## src/rtl/def.sv

```systemverilog
// Shared memory data-port types, arbiter state encoding and arbiter defaults.
package def;

  localparam int DMEM_AW        = 14;
  localparam int STARVE_MAX_DEF = 8;
  localparam int LOCK_MAX_DEF   = 16;

  typedef struct packed {
    logic               WE;
    logic [3:0]         BE;
    logic [DMEM_AW-1:0] ADDR;
    logic [31:0]        WD;
  } dmem_w;

  typedef struct packed {
    logic [31:0] RD;
  } dmem_r;

  typedef enum logic {
    ARB,
    LOCK_B
  } arb_state;

endpackage

```

## src/rtl/arb_prio_sel.sv

```systemverilog
// Grant select: A by default, B when A is idle, B when starved, B only while locked.
// Pure combinational, no state.
module arb_prio_sel
  import def::*;
#(
  parameter int STARVE_MAX = STARVE_MAX_DEF
) (
  input  arb_state   state,
  input  logic [7:0] starve_cnt,
  input  logic       a_req,
  input  logic       b_req,
  output logic       a_gnt,
  output logic       b_gnt
);

  localparam logic [7:0] STARVE_C = 8'(STARVE_MAX);

  always_comb begin
    a_gnt = 1'b0;
    b_gnt = 1'b0;
    if (state == LOCK_B) begin
      b_gnt = b_req;
    end else if (b_req && (starve_cnt == STARVE_C)) begin
      b_gnt = 1'b1;
    end else if (a_req) begin
      a_gnt = 1'b1;
    end else begin
      b_gnt = b_req;
    end
  end

endmodule

```

## src/rtl/mem_port_arb.sv

```systemverilog
// Two-requester arbiter onto one memory data port: zero-latency grants, B starvation guard,
// B lock bursts, and read-response steering one cycle after the granted read.
module mem_port_arb
  import def::*;
#(
  parameter int D          = DMEM_AW,
  parameter int STARVE_MAX = STARVE_MAX_DEF,
  parameter int LOCK_MAX   = LOCK_MAX_DEF
) (
  input  logic        CLK,
  input  logic        RESET_N,
  input  logic        A_REQ,
  input  logic        A_WE,
  input  logic [3:0]  A_BE,
  input  logic [31:0] A_ADDR,
  input  logic [31:0] A_WD,
  output logic        A_GNT,
  output logic        A_RVALID,
  output logic [31:0] A_RD,
  input  logic        B_REQ,
  input  logic        B_WE,
  input  logic [3:0]  B_BE,
  input  logic [31:0] B_ADDR,
  input  logic [31:0] B_WD,
  input  logic        B_LOCK,
  output logic        B_GNT,
  output logic        B_RVALID,
  output logic [31:0] B_RD,
  output dmem_w       M_W,
  input  dmem_r       M_R
);

  localparam logic [7:0] STARVE_C = 8'(STARVE_MAX);
  localparam logic [7:0] LOCK_C   = 8'(LOCK_MAX);
  localparam bit         LOCK_EN  = (LOCK_MAX > 1);

  arb_state   state_q, state_d;
  logic [7:0] starve_q, starve_d;
  logic [7:0] lock_q, lock_d;
  logic       pend_q, pend_d;
  logic       own_q, own_d;
  logic       a_req_g, b_req_g;
  logic       unused_addr;

  // Requests are masked while reset is held so no grant or memory access leaks out.
  assign a_req_g = A_REQ & RESET_N;
  assign b_req_g = B_REQ & RESET_N;

  arb_prio_sel #(
    .STARVE_MAX(STARVE_MAX)
  ) u_sel (
    .state     (state_q),
    .starve_cnt(starve_q),
    .a_req     (a_req_g),
    .b_req     (b_req_g),
    .a_gnt     (A_GNT),
    .b_gnt     (B_GNT)
  );

  always_ff @(posedge CLK or negedge RESET_N) begin
    if (!RESET_N) begin
      state_q  <= ARB;
      starve_q <= 8'd0;
      lock_q   <= 8'd0;
      pend_q   <= 1'b0;
      own_q    <= 1'b0;
    end else begin
      state_q  <= state_d;
      starve_q <= starve_d;
      lock_q   <= lock_d;
      pend_q   <= pend_d;
      own_q    <= own_d;
    end
  end

  always_comb begin
    state_d = state_q;
    lock_d  = lock_q;
    case (state_q)
      ARB: begin
        if (B_GNT && B_LOCK && LOCK_EN) begin
          state_d = LOCK_B;
          lock_d  = 8'd1;
        end
      end
      LOCK_B: begin
        if (B_GNT) lock_d = lock_q + 8'd1;
        // Leave once this grant makes the burst LOCK_MAX long, or B releases the lock.
        if (!b_req_g || !B_LOCK || (lock_q >= LOCK_C - 8'd1)) begin
          state_d = ARB;
          lock_d  = 8'd0;
        end
      end
      default: begin
        state_d = ARB;
        lock_d  = 8'd0;
      end
    endcase
  end

  always_comb begin
    starve_d = 8'd0;
    if (b_req_g && !B_GNT) begin
      starve_d = (starve_q == STARVE_C) ? starve_q : starve_q + 8'd1;
    end
  end

  always_comb begin
    pend_d = 1'b0;
    own_d  = own_q;
    if (A_GNT && !A_WE) begin
      pend_d = 1'b1;
      own_d  = 1'b0;
    end else if (B_GNT && !B_WE) begin
      pend_d = 1'b1;
      own_d  = 1'b1;
    end
  end

  always_comb begin
    M_W = '0;
    if (A_GNT) begin
      M_W.WE   = A_WE;
      M_W.BE   = A_BE;
      M_W.ADDR = DMEM_AW'(A_ADDR[D-1:0]);
      M_W.WD   = A_WD;
    end else if (B_GNT) begin
      M_W.WE   = B_WE;
      M_W.BE   = B_BE;
      M_W.ADDR = DMEM_AW'(B_ADDR[D-1:0]);
      M_W.WD   = B_WD;
    end
  end

  assign A_RVALID = pend_q & ~own_q;
  assign B_RVALID = pend_q &  own_q;
  assign A_RD     = A_RVALID ? M_R.RD : 32'd0;
  assign B_RD     = B_RVALID ? M_R.RD : 32'd0;

  assign unused_addr = ^{A_ADDR[31:D], B_ADDR[31:D]};

endmodule

```

## config.mk

```make
export PLATFORM = sky130hd
export DESIGN_NAME = mem_port_arb
export DESIGN_NICKNAME = d
export VERILOG_FILES = /design/src/rtl/def.sv /design/src/rtl/arb_prio_sel.sv /design/src/rtl/mem_port_arb.sv
export SDC_FILE = /design/constraint.sdc
export NUM_CORES = 1
export LEC_CHECK = 0
export ABC_CLOCK_PERIOD_IN_PS = 1800
export BUFFER_PORTS_ARGS = -buffer_cell sky130_fd_sc_hd__buf_2
export CORE_AREA = 2 2 114 116
export CTS_BUF_LIST = sky130_fd_sc_hd__clkbuf_4 sky130_fd_sc_hd__clkbuf_8
export CTS_CLUSTER_DIAMETER = 60
export DETAILED_ROUTE_END_ITERATION = 6
export DIE_AREA = 0 0 116 118
export PLACE_DENSITY = 0.52
export SYNTH_ARGS = -nofsm -noshare
export SYNTH_HDL_FRONTEND = slang
export SYNTH_HIERARCHICAL = 1
export SYNTH_SLANG_ARGS = --single-unit
```

## constraint.sdc

```tcl
create_clock -name CLK -period 1.8 [get_ports CLK]
set_input_delay 0.18 -clock CLK [delete_from_list [all_inputs] [get_ports CLK]]
set_output_delay 0.18 -clock CLK [all_outputs]
set_load 0.02 [all_outputs]
```

==> results of run 1 <==
stage by stage:
step / TNS (ns) / std cells / area, um^2
after floorplan: -7.77 / 240 / 2480
final: -20.18 / 697 / 4570
after global placement: -9.18 / 679 / 4120
after global routing: -25.00 / 697 / 4570
after detailed placement: -9.92 / 679 / 4120
after CTS: -22.32 / 691 / 4490
registers in the layout (all words and copies together), names as in the netlist:
register,flops
lock_q,8
own_q,1
pend_q,1
starve_q,8
state_q,1
layout by cell type, fill, tap and decap left out, types with 3 or more instances in the layout:
cell type	Yosys	final
buf_2	3	207
nand3_1	7	7
nor2b_1	4	3
buf_12	0	3
and2_1	39	38
buf_4	2	64
and3_1	35	35
a21oi_1	5	5
o21ai_1	1	3
clkbuf_8	0	3
ha_1	3	3
nand2_1	11	8
nor2_1	9	9
nand2_2	0	3
dfrtp_1	19	19
inv_1	3	3
a22o_4	0	50
buf_6	5	22
xor2_1	4	4
Yosys cell counts (3+ instances only):
master,instances,area share [%]
a22o_1,50,22
and2_1,39,12
and3_1,35,11
dfrtp_1,19,24
nand2_1,11,2.1
nor2_1,9,1.7
clkbuf_1,8,1.5
nand3_1,7,1.7
a21oi_1,5,1.2
buf_6,5,2.8
buf_1,4,0.75
nor2b_1,4,1.2
o21ai_0,4,1.0
xor2_1,4,1.7
buf_2,3,0.75
ha_1,3,1.9
inv_1,3,0.56
timing repair:
item | CTS | global route
buffers inserted | 4 | 4
gates resized for setup | 69 | 18
cloned | 3 | 1
hold buffers | 1 | 0
pin swaps | 2 | 2
endpoints found under the setup margin | 55 | 57
endpoints found under the hold margin | 19 | 0
final timing paths:
| kind | end | start |
|---|---|---|
| setup / recovery | M_W[47] | starve_q[4] |
| hold / removal | pend_q | A_WE |
| setup reg to reg | lock_q[2] | starve_q[4] |
| hold reg to reg | lock_q[7] | lock_q[7] |
| max in group asynchronous | lock_q[0] | RESET_N |
| min in group asynchronous | own_q | RESET_N |
power breakdown:
group / leakage [nW] / internal [mW] / total, mW / switching, mW
logic: 2.39 / 0.548 / 1.10 / 0.553
registers: 0.260 / 0.444 / 0.460 / 0.0165
clock network: 0.0262 / 0.173 / 0.318 / 0.145
cells by family after synthesis:
family,count (synthesis)
AND/OR/NAND/NOR,116
AO/OA/AOI/OAI,69
buffers and inverters,26
flip-flops,19
XOR/XNOR,6
adder cells (fa/ha/maj),3
multiplexers,1
critical path, stage by stage (launching register included):
cell and delay (ns):
dfrtp_1 0.41, nor4b_4 0.34, nand3_1 0.12, and2_4 0.21
nor2_4 0.13, buf_12 0.16, buf_4 0.15, a22o_4 0.10
buf_2 0.15
routing by layer:
layer  vias up  GRT usage, %
met3         8          2.42
met1      1407          15.4
met2       137          27.9
li1       1449             -
met4         2          1.93
met5         -             0
final cells by class:
class,instances,area [um^2],area share (%)
multi-input combinational,195,1870,41.0
tap,172,215,4.71
timing repair buffer,301,1930,42.3
antenna,2,5.00,0.109
clock buffer,4,48.8,1.07
sequential,19,475,10.4
inverter,4,20.0,0.438
==> flow_metrics.tcl, run 1 <==
set metrics [dict create \
    synth_compound_area_share_pct 28.0 \
    grt_util_all_layers_pct 14.0 \
    chipWidth_um 116 \
    start_kind "register" \
    async_reset_ff_share_pct 100 \
    numCtsBuffers 3 \
    fillers 1300 \
    start_util_pct 16.2 \
    fin_crit_ns 2.22 \
    utilization_pct 36.8 \
    drc 0 \
    setup-violations-final 55 \
    clock.fmax_mhz 451 \
    fin_crit_sh_pct 123 \
    dr_wl_met2_mm 5.58 \
    synth_edf_count 0 \
    dpl.hpwl_mm 8.21 \
    globalplace.congestion 0.761 \
    holdPathStages 2 \
    io_pins 294 \
    mappedNetlistNets 418 \
    grt_setup_unrepaired "yes" \
    whs_ns 0.146 \
    dp_worst_setup_slack_ns -0.220 \
    synth_mux_area_share_pct 0.498 \
    cts_tree "done" \
    synthesis.instances 240 \
    maxSlewViolCount 0 \
    core_um2 12400 \
    required_ns 1.62 \
    area_delta_synth_final_pct 128 \
    cts_max_level 1 \
    first_pass_iters 4 \
    end_kind "output port" \
    worst_slack_ns -0.419 \
    routed_via_density 4.31 \
    grt_first_pass_wirelength_mm 15.4 \
    grt_pass1_vias 3001 \
    yosys.area_share.adder_pct 1.87 \
    synth_ff_type "dfrtp_1" \
    hold_viol 0 \
    grt_max_degree 35 \
    powerDensity_nw_per_um2 411 \
    drive_gt1_share_pct 71.5 \
    synth_area_um2 2010 \
    ant_nets 0 \
    outcome "complete, but fails checks" \
    worst-path-max-fanout 16 \
    wl_met3_um 756 \
    violations "negative setup slack" \
    die_area_um2 13700 \
    finClkSkew_ns 0.00259 \
    yosys.area_share.xor_xnor_pct 2.62 \
    drt-wirelength-per-cell_um 14.7 \
    grt_overflow_total 0 \
    fp-row-count 41 \
    reg2regPathDepth 9 \
    drv_cap 0 \
    vias 3003 \
    clkSinkCount 19 \
    cts_root_buf "clkbuf_8" \
    fin_nets 702 \
    synth-simple-area-share_pct 36.1 \
    post_synth.cell_area_avg_um2 8.37 \
    top_layer_used "met5" \
    cts_buffer_depth 2 \
    slew_headroom_pct 66.7 \
    worst_pin_slew_ns 0.499 \
    fp.dieH_um 118 \
    antenna_found_initial 3 \
    first_iter_violations 71 \
    hp-class "in -> reg" \
    cp_data_arrival_time_ns 2.04 \
    port_buffers 257 \
    insertion_delay_ns 0.26 \
    leakagePower_nw 2.67 \
    yosysWarnings 6 \
    wl_mm 10.2 \
    r2r_slack_ns -0.07 \
    seq_area_frac_synth_pct 23.7 \
    finalPower_mw 1.88 \
    synth_top_family_by_area "simple AND/OR/NAND/NOR gates" \
    met1_length_mm 3.80 \
    peakVddDrop_mv 0.211 \
    synth-seq-cells 19 \
    worstSetupPathType "reg -> out" \
    clk_pin_slew_ns 0.07 \
    synthDistinctLibCells 39 \
]
No activity file was read; power rests on OpenSTA's default activity.
==> run 2: changes to the inputs <==
SKIP_LAST_GASP = 1   (was default)
==> flow_metrics.tcl, run 2 (same netlist as run 1, synthesis figures left out) <==
set metrics [dict create \
    outcome "complete, but fails checks" \
    violations "negative setup slack" \
    dpl.hpwl_mm 8.21 \
    die_area_um2 13700 \
    drv_cap 0 \
    rr_endpoint "lock_q[2]" \
    worst_pin_slew_ns 0.502 \
    grt_setup_unrepaired "yes" \
    wl_mm 10.0 \
    reg2reg_from "starve_q[4]" \
    peakVddDrop_mv 0.209 \
    crit_chain "nor4b_4, nand2_2, a21boi_4, inv_6, nor2_4, buf_12, buf_4, a22o_4, buf_2" \
    clock.fmax_mhz 444 \
    hold_viol 0 \
    p_sw_mw 0.700 \
    drive_gt1_share_pct 71.6 \
    swShare_pct 38.9 \
    reg2regPathDepth 9 \
    endpoint "M_W[34]" \
    power_frac_comb_pct 56.9 \
    chipWidth_um 116 \
    crit_start "starve_q[4]" \
    start_kind "register" \
    grt_pass1_vias 2944 \
    r2r_slack_ns -0.10 \
    grt_overflow_total 0 \
    grt_first_pass_wirelength_mm 15.1 \
    slew_headroom_pct 66.5 \
    cts_tree "done" \
    crit_cells 9 \
    hp-class "in -> reg" \
    layout_commonest_cell "buf_2" \
    finClkSkew_ns 0.00403 \
    fin_nets 700 \
    clockPowerShare_pct 17.5 \
    drc 0 \
    cts_root_buf "clkbuf_8" \
    insertion_delay_ns 0.26 \
    clk_pin_slew_ns 0.07 \
    fp-row-count 41 \
    leakagePower_nw 2.63 \
    grt_util_all_layers_pct 13.8 \
    worst-path-max-fanout 16 \
    ant_nets 0 \
    cp_num_buf_inv 4 \
    fin_crit_ns 2.25 \
    clkSinkCount 19 \
    final_cell_count_no_fill 695 \
    fin_crit_sh_pct 125 \
    core_um2 12400 \
    drt-wirelength-per-cell_um 14.4 \
    maxSlewViolCount 0 \
    largest_registers "lock_q x8, starve_q x8" \
    grt_max_degree 35 \
    globalplace.congestion 0.761 \
    seq_power_share_pct 25.5 \
    vias 2991 \
    fp.dieH_um 118 \
    dp.cells 679 \
    powerDensity_nw_per_um2 413 \
    cts_buffer_depth 2 \
    fillers 1322 \
    setup-violations-final 55 \
    routed_via_density 4.30 \
    antenna_found_initial 3 \
    crit_family "simple AND/OR/NAND/NOR gates" \
    crit_slowest_cell "dfrtp_1" \
    first_iter_violations 109 \
    start_util_pct 16.2 \
    port_buffers 257 \
    required_ns 1.62 \
    area_delta_synth_final_pct 117 \
    cp_data_arrival_time_ns 2.07 \
    first_pass_iters 4 \
    p_int_mw 1.10 \
    final_cell_mix "buf_2, a22o_4, and2_1, and3_1, buf_4" \
    numCtsBuffers 3 \
    worstSetupPathType "reg -> out" \
    io_pins 294 \
    cpPeakStageDelay_ns 0.40 \
    setup_tns_ns -22.33 \
    worst_slack_ns -0.453 \
    cts_max_level 1 \
    end_kind "output port" \
]
## run 2: power groups by stage
| stage | logic, mW | registers (mW) | clock network [mW] |
|---|---|---|---|
| floorplan | 0.561 | 0.471 | 0 |
| global placement | 0.968 | 0.468 | 0 |
| detailed placement | 0.977 | 0.468 | 0 |
| CTS | 1.03 | 0.460 | 0.327 |
| global route | 1.10 | 0.461 | 0.347 |
| finish | 1.03 | 0.460 | 0.316 |
## run 2: worst min path at each step
stage / from / end / slack [ns] / cells past startpoint
finish: A_WE / pend_q / 0.15 / 2
global route: B_WE / pend_q / 0.15 / 2
CTS: A_WE / pend_q / 0.15 / 2
detailed placement: RESET_N / own_q / 0.15 / 2
global placement: RESET_N / own_q / 0.14 / 2
floorplan: RESET_N / lock_q[0] / -0.12 / 0
## run 2: timing repair
item,4_1_cts,5_1_grt
pin swaps,2,3
gates cloned,3,0
setup endpoints to repair,55,57
endpoints found under the hold margin,19,0
gates resized for setup,9,21
hold buffers,1,0
buffers inserted,4,4
## run 2: layer usage
metal | wire (um) | vias to the layer above | part of all wire (%) | global-route usage [%]
met1 | 3790 | 1399 | 38 | 15.4
li1 | - | 1445 | - | -
met3 | 746 | 8 | 7.5 | 2.32
met5 | 13 | - | 0.13 | 0
met2 | 5390 | 137 | 54 | 27.0
met4 | 77 | 2 | 0.77 | 2.08
## run 2: per-stage QoR
step                      utilization, %  hold WS (ns)  power [mW]  worst slack [ns]  area (um^2)
after floorplan                        -        -0.116        1.03            -0.159         2480
after global placement              33.2         0.137        1.44            -0.211         4120
after detailed placement            33.2         0.149        1.45            -0.220         4120
after CTS                           34.8         0.149        1.82            -0.483         4320
after global routing                35.1         0.152        1.91            -0.536         4360
final                               35.1         0.146        1.80            -0.453         4360
## run 2: worst reg2reg max path: cells and delay by family, from the launching register on
family | cells | cell delay [ns]
and+or+nand+nor | 3 | 0.61
AOI/OAI and AO/OA | 4 | 0.51
DFF | 1 | 0.40
buffers and inverters | 2 | 0.28
## run 2: final cells by class
| class | count | area (um^2) | share of cell area, % |
|---|---|---|---|
| multi-input combinational | 195 | 1880 | 43.0 |
| clock buffer | 4 | 48.8 | 1.12 |
| sequential | 19 | 475 | 10.9 |
| antenna | 2 | 5.00 | 0.115 |
| tap | 172 | 215 | 4.94 |
| inverter | 4 | 20.0 | 0.459 |
| timing repair buffer | 299 | 1720 | 39.4 |
